==> src/rtl/pwm_multi.sv <==
// Multi-channel PWM generator: NUM_CH outputs share one period counter.
// Latency: one clock from counter value to output pin; period_end is registered.
// Backpressure: none. Period/duty/mode are shadowed and only reload at a period boundary.
//
// Ports:
//   clk, reset_n        - rising-edge clock, asynchronous active-low reset
//   en                  - run enable; 0 stops the counter and idles the outputs
//   mode                - 0 edge-aligned, 1 center-aligned (shadowed)
//   period              - period value P (shadowed)
//   duty                - per-channel duty, channel i at [i*W +: W] (shadowed)
//   polarity            - per-channel active level, 1 = active-high (live)
//   load                - strobe requesting a shadow reload at the next boundary
//   out                 - registered PWM outputs
//   period_end          - registered one-cycle pulse per completed period
module pwm_multi #(
  parameter int NUM_CH = 4,
  parameter int W      = 16
) (
  input  logic                clk,
  input  logic                reset_n,
  input  logic                en,
  input  logic                mode,
  input  logic [W-1:0]        period,
  input  logic [NUM_CH*W-1:0] duty,
  input  logic [NUM_CH-1:0]   polarity,
  input  logic                load,
  output logic [NUM_CH-1:0]   out,
  output logic                period_end
);

  logic [W-1:0]        count_q, count_d;
  logic                dir_q, dir_d;        // 0 = up, 1 = down
  logic                running_q, running_d;
  logic                pending_q, pending_d;
  logic [W-1:0]        per_a_q, per_a_d;
  logic [NUM_CH*W-1:0] duty_a_q, duty_a_d;
  logic                mode_a_q, mode_a_d;
  logic [NUM_CH-1:0]   out_q, out_d;
  logic                pe_q, pe_d;

  logic                boundary;
  logic [W-1:0]        count_nxt;
  logic                dir_nxt;
  logic [NUM_CH-1:0]   raw;

  // Boundary is the last count of the current period, i.e. the next count is 0.
  // P==1 in center mode never sees dir==down at count 1 on the first pass, hence
  // the extra term.
  always_comb begin
    boundary = 1'b0;
    if (per_a_q == '0) begin
      boundary = 1'b1;
    end else if (mode_a_q) begin
      boundary = (count_q == W'(1)) && (dir_q || (per_a_q == W'(1)));
    end else begin
      boundary = (count_q == per_a_q);
    end
  end

  // Free-running counter sequence when no shadow reload happens.
  always_comb begin
    count_nxt = count_q;
    dir_nxt   = dir_q;
    if (per_a_q == '0) begin
      count_nxt = '0;
      dir_nxt   = 1'b0;
    end else if (!mode_a_q) begin
      count_nxt = (count_q == per_a_q) ? '0 : count_q + W'(1);
      dir_nxt   = 1'b0;
    end else if (count_q == per_a_q) begin
      count_nxt = count_q - W'(1);
      dir_nxt   = 1'b1;
    end else if (count_q == '0) begin
      count_nxt = W'(1);
      dir_nxt   = 1'b0;
    end else if (dir_q) begin
      count_nxt = count_q - W'(1);
    end else begin
      count_nxt = count_q + W'(1);
    end
  end

  always_comb begin
    raw = '0;
    for (int i = 0; i < NUM_CH; i++) begin
      raw[i] = (count_q < duty_a_q[i*W +: W]);
    end
  end

  always_comb begin
    count_d   = count_q;
    dir_d     = dir_q;
    running_d = running_q;
    pending_d = pending_q;
    per_a_d   = per_a_q;
    duty_a_d  = duty_a_q;
    mode_a_d  = mode_a_q;
    out_d     = out_q;
    pe_d      = pe_q;

    if (!en) begin
      // Idle: outputs sit at the inactive level; a pending load survives.
      count_d   = '0;
      dir_d     = 1'b0;
      running_d = 1'b0;
      pe_d      = 1'b0;
      out_d     = ~polarity;
    end else if (!running_q) begin
      // Start: fresh shadow values, any earlier request is superseded.
      per_a_d   = period;
      duty_a_d  = duty;
      mode_a_d  = mode;
      count_d   = '0;
      dir_d     = 1'b0;
      running_d = 1'b1;
      pending_d = 1'b0;
      pe_d      = 1'b0;
      out_d     = ~polarity;
    end else begin
      out_d     = ~(raw ^ polarity);
      pe_d      = boundary;
      pending_d = (pending_q | load) & ~boundary;
      if (boundary && (pending_q || load)) begin
        per_a_d  = period;
        duty_a_d = duty;
        mode_a_d = mode;
        count_d  = '0;
        dir_d    = 1'b0;
      end else begin
        count_d  = count_nxt;
        dir_d    = dir_nxt;
      end
    end
  end

  always_ff @(posedge clk or negedge reset_n) begin
    if (!reset_n) begin
      count_q   <= '0;
      dir_q     <= 1'b0;
      running_q <= 1'b0;
      pending_q <= 1'b0;
      per_a_q   <= '0;
      duty_a_q  <= '0;
      mode_a_q  <= 1'b0;
      out_q     <= '0;
      pe_q      <= 1'b0;
    end else begin
      count_q   <= count_d;
      dir_q     <= dir_d;
      running_q <= running_d;
      pending_q <= pending_d;
      per_a_q   <= per_a_d;
      duty_a_q  <= duty_a_d;
      mode_a_q  <= mode_a_d;
      out_q     <= out_d;
      pe_q      <= pe_d;
    end
  end

  assign out        = out_q;
  assign period_end = pe_q;

endmodule
==> config.mk <==
export PLATFORM = sky130hd
export DESIGN_NAME = pwm_multi
export DESIGN_NICKNAME = d
export VERILOG_FILES = /design/src/rtl/pwm_multi.sv
export SDC_FILE = /design/constraint.sdc
export NUM_CORES = 1
export LEC_CHECK = 0
export BUFFER_PORTS_ARGS = -buffer_cell sky130_fd_sc_hd__buf_2
export CAP_MARGIN = 20
export CELL_PAD_IN_SITES_DETAIL_PLACEMENT = 0
export CELL_PAD_IN_SITES_GLOBAL_PLACEMENT = 2
export CORE_ASPECT_RATIO = 1.1
export CORE_UTILIZATION = 42
export CTS_CLUSTER_DIAMETER = 200
export DETAILED_ROUTE_END_ITERATION = 12
export PLACE_DENSITY = 0.89
export SKIP_LAST_GASP = 1
export SLEW_MARGIN = 30
export SYNTH_ARGS = -nofsm -noshare
export SYNTH_HDL_FRONTEND = slang
export SYNTH_SLANG_ARGS = --single-unit
==> constraint.sdc <==
create_clock -name clk -period 4.4 [get_ports clk]
set_clock_uncertainty 0.15 [all_clocks]
set_input_delay 0.88 -clock clk [delete_from_list [all_inputs] [get_ports clk]]
set_output_delay 0.88 -clock clk [all_outputs]
set_load 0.01 [all_outputs]
==> flow_summary.toml, run 1 <==
[final_layout]
layout-drive-gt1-share_pct = 32.39
area_delta_synth_final_pct = 11.34
final.fill_count = 1439
fin_cells = 870
post_route_core_utilization_pct = 48.09
multiInputGateArea_um2 = 3661
design.final.nets = 820
num_antenna_cells = 0
seq_area_um2 = 2628

[sta]
minimum_clock_period_after_layout_ns = 3.211
worst_slew_margin_rel_pct = 34.57
finalCritPeriodShare_pct = 72.97
fin_ws_ns = 1.189
hold_viol = 0
max_freq_mhz = 311.5
setup_violations = 0
holdWs_ns = 0.2862
totalNegativeSetupSlack_ns = 0
worst_pin_slew_ns = 0.9814
report.final.slew_viol_count = 0
grt_setup_unrepaired = "no"

[power]
internal_power_mw = 1.746
power-per-cell-area_nw_per_um2 = 317.1
total_switching_power_mw = 0.6542
peakVddDrop_mv = 0.1828
power.share.switching_pct = 27.26
power_frac_seq_pct = 49.0
p_leak_nw = 3.860
combPwrFrac_pct = 21.2
share_clk_of_total_power_pct = 29.8

[flow_run]
max_cap_viol_count = 0

[detailed_routing]
wl_mm = 15.24
drt_iter0_markers = 289
drc_errors = 0
post_drt_via_cell_ratio = 5.418
firstDrtPassIters = 4
post_drt_wl_per_cell_um = 17.52
dr_total_vias = 4714
antenna_left = 0

[critical_path]
cp.required_ns = 4.45
cp_data_arrival_time_ns = 3.26
critPathLaunchType = "flop"
critPathCaptureType = "flop"
critical_path.max_fanout = 14
path_class = "reg2reg"

[status]
status = "finished, final reports clean"

[yosys]
yosys_warnings = 0
asyncSetResetFlopFracSynth_pct = 100.0
synth.largest_area_cell = "dfrtp_1"
yosys_register_bits = 105
synth_top_cells_by_area = "dfrtp_1 39%, mux2_4 18%, ha_1 12%, inv_1 3.5%, buf_12 2.7%"
synth_cell_types = 54
synth_nets = 738
postSynth.topFlopCell = "dfrtp_1"
ys_seq_area_share_pct = 38.66
synth-edff-count = 0
syn-mean-instance-area_um2 = 11.62
syn_area_um2 = 6797
netlist.area_leader.share_pct = 38.66
post_synth_inst_count = 585

[die]
initial_core_util_pct = 43.19
placeableCoreArea_um2 = 15740
io-pin-count = 94
std_cell_rows = 48
die_width_um = 123.3
dieArea_um2 = 16700
die_h_um = 135.4

[clocking]
cts_max_level = 3
hold_buffers = 0
postCtsResizedCells = 0
max-clock-path-buffers = 2
path_clk_slew_ns = 0.07
clock_sink_count = 105
clk_root_buffer_cell = "clkbuf_16"
cts_tree = "built"
cts.repair_timing.setup_buffer_count = 0
clock_insertion_delay_worst_skew_ns = 0.35
cts-buffers-inserted = 9

[placement]
port-buffer-count = 93
finalWeightedCongestion = 0.8251
detailed_placement_hpwl_mm = 11.09
preCtsSetupSlack_ns = 1.218
numPlacedInstances = 855

[grt]
globalRouteOverflowTotal = 0
grt_pass1_vias = 5006
antenna_violations_before_repair = 0
grt_usage_pct = 19.47
global_route_wire_length_before_repair_mm = 25.04
grt_max_degree = 67

[hold_path]
worstHoldPathType = "in2async"
[cell type report]
type                    instances  share of cell area [%]
inverters                      64                   3.175
clock buffers                  13                   3.175
well taps                     200                   3.307
multi-input cells             389                   48.38
flip-flops and latches        105                   34.72
clock inverters                 1                 0.06614
repair buffers                 98                   7.176
[final timing paths]
kind / slack [ns] / start / endpoint / depth (start not counted)
worst max register to register: 1.19 / count_q[6] / count_q[13] / 7
min in group clk: 0.36 / duty_a_q[50] / duty_a_q[50] / 1
max in group asynchronous: 2.93 / reset_n / duty_a_q[27] / 3
worst max-delay path: 1.19 / count_q[6] / count_q[13] / 7
worst min register to register: 0.36 / duty_a_q[50] / duty_a_q[50] / 1
worst min-delay path: 0.29 / reset_n / duty_a_q[1] / 1
[critical path: stages (launching register included)]
cell and delay (ns):
dfrtp_1 0.54, nor2_2 0.20, or4b_1 0.64, nor4_2 0.47
o31a_1 0.56, nor2_1 0.11, a311oi_1 0.28, a211oi_1 0.09
[routing by layer]
| layer | wire (um) | GRT usage [%] | part of all wire, % | vias up |
|---|---|---|---|---|
| met4 | 242 | 6.426 | 1.6 | 0 |
| li1 | - | - | - | 2260 |
| met3 | 598 | 3.620 | 3.9 | 16 |
| met5 | 0 | 0 | 0 | - |
| met1 | 7334 | 26.27 | 48 | 2338 |
| met2 | 7068 | 31.22 | 46 | 100 |
[cell families after synthesis]
logic type | synth area share, %
AO/OA/AOI/OAI | 12.00
XOR/XNOR | 2.577
adder cells (fa/ha/maj) | 11.78
buffers and inverters | 7.603
flip-flops | 38.66
multiplexers | 17.84
AND/OR/NAND/NOR | 9.536
[per-stage QoR]
stage	cell area (um^2)	total power, mW
2_1_floorplan	6797	1.545
3_3_place_gp	7302	1.683
3_5_place_dp	7302	1.701
4_1_cts	7547	2.427
5_1_grt	7567	2.536
6_report	7567	2.400
[power groups by stage]
stage	Sequential, mW	Combinational, mW	Clock (mW)
CTS	1.18	0.513	0.737
detailed placement	1.19	0.509	0
floorplan	1.16	0.389	0
global route	1.19	0.567	0.779
global placement	1.19	0.491	0
finish	1.18	0.508	0.715
[cell usage after synthesis, drive strengths merged, types with 10 or more instances]
| library cell | number |
|---|---|
| o21ai | 25 |
| ha | 64 |
| nor3 | 27 |
| xnor2 | 20 |
| inv | 64 |
| a21o | 17 |
| dfrtp | 105 |
| a211oi | 10 |
| nor2 | 40 |
| nand2 | 12 |
| nor4 | 10 |
| o221a | 11 |
| nand4 | 12 |
| mux2 | 81 |
| a221oi | 12 |
| buf | 20 |
[sequential cells by signal, summed over array words and instances (netlist names)]
register / cells
count_q: 16
dir_q: 1
duty_a_q: 64
mode_a_q: 1
out: 4
pending_q: 1
per_a_q: 16
period_end: 1
running_q: 1
[cell usage in the layout (no fill, tap or decap), types with 3 or more instances in the layout]
cell	n
a211oi_1	10
mux2_4	80
xnor2_1	20
a21oi_1	6
a21o_1	17
a221oi_2	10
o21a_1	4
o21ai_1	3
and3_1	4
o21ai_0	21
nor3_1	27
inv_1	64
clkbuf_16	9
nand4_1	12
clkbuf_1	4
nor4_1	7
buf_12	3
buf_4	3
nand3_1	5
ha_1	64
nor2_1	39
o221a_2	10
dfrtp_1	105
buf_2	92
nand2b_1	4
a31oi_1	4
nand2_1	12
No activity file was read; power rests on OpenSTA's default activity.
==> run 2, diff against run 1 <==
Settings changed: CORE_UTILIZATION 42 to 35, PLACE_DENSITY 0.89 to 0.8.
Clock period 4.4 ns to 2.62 ns, I/O delays scaled along.
==> run 2 against run 1 <==
Compared with the run above:
- the flow now finishes with violations (negative setup slack)
- register-to-register slack lost 1.2 ns
- count of clock-buffer cells in the layout shrank 3
- sequential share of layout area shrank 2.9 points
- core utilization shrank 4.7 points
- combinational power up 82%
- critical path type unchanged
- largest cell class unchanged
==> flow_summary.toml, run 2 (same netlist as run 1, synthesis figures left out) <==
[critical_path]
r2r_cells = 9
critPathLaunchType = "flop"
cp_data_arrival_time_ns = 2.72
critical_path.max_fanout = 7
path_class = "reg2reg"
critPathCaptureType = "flop"
cp.required_ns = 2.71

[final_layout]
top_register = "duty_a_q"
finish.instance_area_um2 = 8278
design.final.nets = 869
fin_cells = 968
largest_reg_flops = 64
layout-drive-gt1-share_pct = 39.39
layout_commonest_cell = "dfrtp_1"
area_delta_synth_final_pct = 21.80
final.fill_count = 1841
reg_top3 = "duty_a_q (64), count_q (16), per_a_q (16)"
num_antenna_cells = 0
most_frequent_cells_in_the_layout = "101 x dfrtp_1, 92 x buf_2, 80 x mux2_4"

[die]
dieArea_um2 = 19980
std_cell_rows = 53
placeableCoreArea_um2 = 19100
die_width_um = 134.9
io-pin-count = 94
die_h_um = 148.2
initial_core_util_pct = 35.59

[detailed_routing]
dr.max_layer_used = "met4"
drc_errors = 0
met1Wirelength_mm = 8.044
post_drt_via_cell_ratio = 5.154
drt_iter0_markers = 262
firstDrtPassIters = 4
antenna_left = 0
wl_mm = 17.47
met3WireLength_mm = 1.066
met2_length_mm = 8.157
post_drt_wl_per_cell_um = 18.05
dr_total_vias = 4989

[clocking]
clock_sink_count = 105
clock_insertion_delay_worst_skew_ns = 0.36
cts_tree = "built"
clk_root_buffer_cell = "clkbuf_16"
max-clock-path-buffers = 2
cts-buffers-inserted = 9
path_clk_slew_ns = 0.08
cts_max_level = 3

[grt]
global_route_wire_length_before_repair_mm = 27.13
grt_pass1_vias = 5124
grt_max_degree = 75
grt_usage_pct = 17.55
globalRouteOverflowTotal = 0
antenna_violations_before_repair = 0

[status]
status = "finished with violations"
violations_in_the_final_reports = "negative setup slack"

[sta]
fin_ws_ns = -0.009354
max_freq_mhz = 380.3
hold_viol = 0
worst_pin_slew_ns = 0.5550
finalCritPeriodShare_pct = 100.4
worst_slew_margin_rel_pct = 62.71
minimum_clock_period_after_layout_ns = 2.629
grt_setup_unrepaired = "yes"
setup_violations = 19
report.final.slew_viol_count = 0
holdWs_ns = 0.1820

[placement]
numPlacedInstances = 941
detailed_placement_hpwl_mm = 12.33
finalWeightedCongestion = 0.8221
preCtsSetupSlack_ns = 0.002492
dpl_cell_area_um2 = 7725
port-buffer-count = 93

[power]
p_leak_nw = 4.212
peakVddDrop_mv = 0.5569
power-per-cell-area_nw_per_um2 = 524.1

[flow_run]
max_cap_viol_count = 0

[hold_path]
worst_hold_path.num_cells = 1
worstHoldPathType = "in2reg"
[run 2: cell count changes in the layout (fill, tap and decap cells not counted), moves of 3 or more]
cell | before | now
buf_12 | 3 | 6
buf_4 | 3 | 38
clkbuf_1 | 4 | 0
clkbuf_16 | 9 | 13
dfrtp_1 | 105 | 101
dfrtp_2 | 0 | 4
nor3_1 | 27 | 24
nor3_2 | 0 | 3
[run 2: stage by stage]
| stage | setup TNS, ns | total power [mW] | utilization [%] |
|---|---|---|---|
| 3_3_place_gp | -0.01236 | 2.850 | 40.45 |
| 4_1_cts | 0 | 4.353 | 42.14 |
| 6_report | -0.06687 | 4.338 | 43.34 |
| 5_1_grt | -7.659 | 4.580 | 43.34 |
| 2_1_floorplan | 0 | 2.597 | - |
| 3_5_place_dp | 0 | 2.882 | 40.45 |
[run 2: metal layers]
layer / vias to the layer above / GRT usage, %
met2: 142 / 27.91
met1: 2474 / 24.32
li1: 2361 / -
met3: 12 / 3.408
met5: - / 0
met4: 0 / 4.494
[run 2: path summary, 6_finish.rpt]
path	to	slack, ns	startpoint
worst max-delay path	duty_a_q[3]	-0.009	count_q[7]
worst min register to register	duty_a_q[56]	0.36	duty_a_q[56]
worst min-delay path	running_q	0.18	en
min in group asynchronous	duty_a_q[11]	0.50	reset_n
worst max register to register	duty_a_q[3]	-0.009	count_q[7]
max in group asynchronous	count_q[0]	1.05	reset_n
[run 2: area by class of cell]
cell class / instances / area (um^2) / area share (%)
inverter: 64 / 240.2 / 2.902
timing repair buffer: 147 / 1084 / 13.09
multi-input combinational: 389 / 3701 / 44.71
clock buffer: 10 / 239.0 / 2.887
clock inverter: 6 / 72.57 / 0.8767
sequential: 105 / 2633 / 31.80
tap: 247 / 309.0 / 3.733
[run 2: worst max-delay path, stage by stage, from the launching register on]
cell and delay, ns:
dfrtp_1 0.44, nor2_4 0.13, or4b_4 0.51, nor4_4 0.17, a221oi_2 0.12, o21ai_1 0.15, and2_4 0.21, buf_12 0.16
clkbuf_16 0.18, mux2_4 0.30
[run 2: report_power, final]
group / switching (mW) / internal, mW
sequential: 0.152 / 1.82
combinational: 0.390 / 0.533
clock: 0.668 / 0.779
total: 1.21 / 3.13
[run 2: what timing repair did]
item / in CTS / in global routing
hold buffers: 1 / 0
setup buffers: 0 / 3
hold endpoints to repair: 31 / 0
pin swaps: 0 / 2
resized for setup: 1 / 15
endpoints found under the setup margin: 3 / 97
gates cloned: 0 / 7
==> run 3, diff against run 2 <==
Settings changed: CORE_UTILIZATION 35 to 39, PLACE_DENSITY 0.8 to 0.84.
Clock period 2.62 ns to 3 ns, I/O delays scaled along.
==> run 3 against run 2 <==
Compared with the run above:
- the flow now finishes without violations
- hold slack worse by 0.11 ns
- die area is 10% lower
- critical path depth down 1
- count of clock-buffer cells in the layout unchanged
- sequential share of layout area rose by 1.4 points
- non-clock buffer count down 22
- sequential power down 13%
- worst setup slack improved by 0.14 ns
- first-iteration DRC count is 28% lower
- total power down 14%
- maximum frequency shrank 8.5%
- critical endpoint is now duty_a_q[9]
- largest cell class unchanged
==> flow_summary.toml, run 3 (same netlist as run 1, synthesis figures left out) <==
[status]
status = "finished, final reports clean"

[detailed_routing]
antenna_left = 0
firstDrtPassIters = 4
drt_iter0_markers = 189
dr_total_vias = 4818
post_drt_wl_per_cell_um = 16.84
wl_mm = 15.67
post_drt_via_cell_ratio = 5.181
drc_errors = 0

[final_layout]
top_register = "duty_a_q"
layout-drive-gt1-share_pct = 35.49
num_antenna_cells = 0
area_delta_synth_final_pct = 16.35
final.fill_count = 1593
most_frequent_cells_in_the_layout = "105 x dfrtp_1, 92 x buf_2, 80 x mux2_4"
post_route_core_utilization_pct = 46.47
largest_reg_flops = 64
fin_cells = 930
layout_commonest_cell = "dfrtp_1"
reg_top3 = "duty_a_q (64), count_q (16), per_a_q (16)"
design.final.nets = 847
finish.instance_area_um2 = 7908

[placement]
dpl_cell_area_um2 = 7592
finalWeightedCongestion = 0.8516
preCtsSetupSlack_ns = 0.1313
numPlacedInstances = 917
port-buffer-count = 93
detailed_placement_hpwl_mm = 11.88

[critical_path]
critPathLaunchType = "flop"
r2r_cells = 8
critPathCaptureType = "flop"
cp.required_ns = 3.08
path_class = "reg2reg"
crit-reg2reg-capture = "duty_a_q[9]"
reg2reg_setup_slack_ns = 0.13
cp_data_arrival_time_ns = 2.96
critical_path.max_fanout = 9
r2r-start = "count_q[6]"

[grt]
globalRouteOverflowTotal = 0
global_route_wire_length_before_repair_mm = 25.44
grt-busiest-layer = "met2"
grt_max_degree = 67
grt_pass1_vias = 4989
globalRouteMet2Util_pct = 29.09
antenna_violations_before_repair = 0
use_met1_pct = 24.73
grt_usage_pct = 18.43
grt_util_met3_pct = 3.170

[sta]
max_freq_mhz = 348.0
minimum_clock_period_after_layout_ns = 2.874
totalNegativeSetupSlack_ns = 0
fin_ws_ns = 0.1264
holdWs_ns = 0.07362
hold_viol = 0
report.final.slew_viol_count = 0
worst_pin_slew_ns = 0.7831
setup_violations = 0
worst_slew_margin_rel_pct = 47.79
grt_setup_unrepaired = "no"
finalCritPeriodShare_pct = 95.79

[power]
power-per-cell-area_nw_per_um2 = 473.3
p_leak_nw = 4.038
post-layout-total-power_mw = 3.743
peakVddDrop_mv = 0.3182

[flow_run]
max_cap_viol_count = 0

[die]
die_h_um = 140.5
std_cell_rows = 50
initial_core_util_pct = 39.94
die_width_um = 127.9
io-pin-count = 94
placeableCoreArea_um2 = 17020
dieArea_um2 = 17960

[clocking]
cts_max_level = 3
cts_tree = "built"
postCtsResizedCells = 0
clock_insertion_delay_worst_skew_ns = 0.36
path_clk_slew_ns = 0.07
cts.repair_timing.setup_buffer_count = 0
max-clock-path-buffers = 2
cts-buffers-inserted = 9
hold_buffers = 0
clk_root_buffer_cell = "clkbuf_16"
clock_sink_count = 105

[hold_path]
worstHoldPathType = "in2async"
## run 3: cell types whose count changed in the layout (fill, tap and decap cells not counted), moves of 2 or more
cell,previous run,this run
buf_6,2,0
buf_4,38,28
clkbuf_16,13,9
inv_6,2,0
buf_16,2,0
dfrtp_2,4,0
nor3_1,24,27
dfrtp_1,101,105
xnor2_2,2,0
buf_8,2,0
nor3_2,3,0
xnor2_1,18,20
clkinv_4,2,0
## run 3: worst max path at each step
stage | startpoint | endpoint | cells past startpoint
CTS | per_a_q[7] | duty_a_q[9] | 8
detailed placement | per_a_q[7] | duty_a_q[26] | 8
global placement | count_q[7] | duty_a_q[31] | 8
finish | count_q[6] | duty_a_q[9] | 8
global route | count_q[0] | duty_a_q[11] | 8
floorplan | count_q[12] | duty_a_q[10] | 10
## run 3: final cells by class
class | instances | area (um^2) | area share (%)
Inverter | 64 | 240.2 | 3.038
Sequential cell | 105 | 2628 | 33.23
Clock buffer | 10 | 239.0 | 3.022
Tap cell | 234 | 292.8 | 3.703
Clock inverter | 3 | 67.56 | 0.8544
Timing Repair Buffer | 125 | 770.7 | 9.747
Multi-Input combinational cell | 389 | 3670 | 46.41
## run 3: critical path: stages, from the launching register on
cell and delay [ns]:
dfrtp_1 0.43, nor2_2 0.15, or4b_1 0.65, nor4_4 0.29
a221oi_2 0.09, o21ai_1 0.16, and2_4 0.27, buf_4 0.25
mux2_4 0.32
## run 3: layer usage
layer  vias up  share of wire, %
met5         -                 0
met4         0               2.5
met2       122                46
met1      2360                48
li1       2309                 -
met3        27               3.7
## run 3: power by group
part	switching [mW]	internal [mW]
clock network	0.517	0.741
logic	0.333	0.435
registers	0.130	1.59
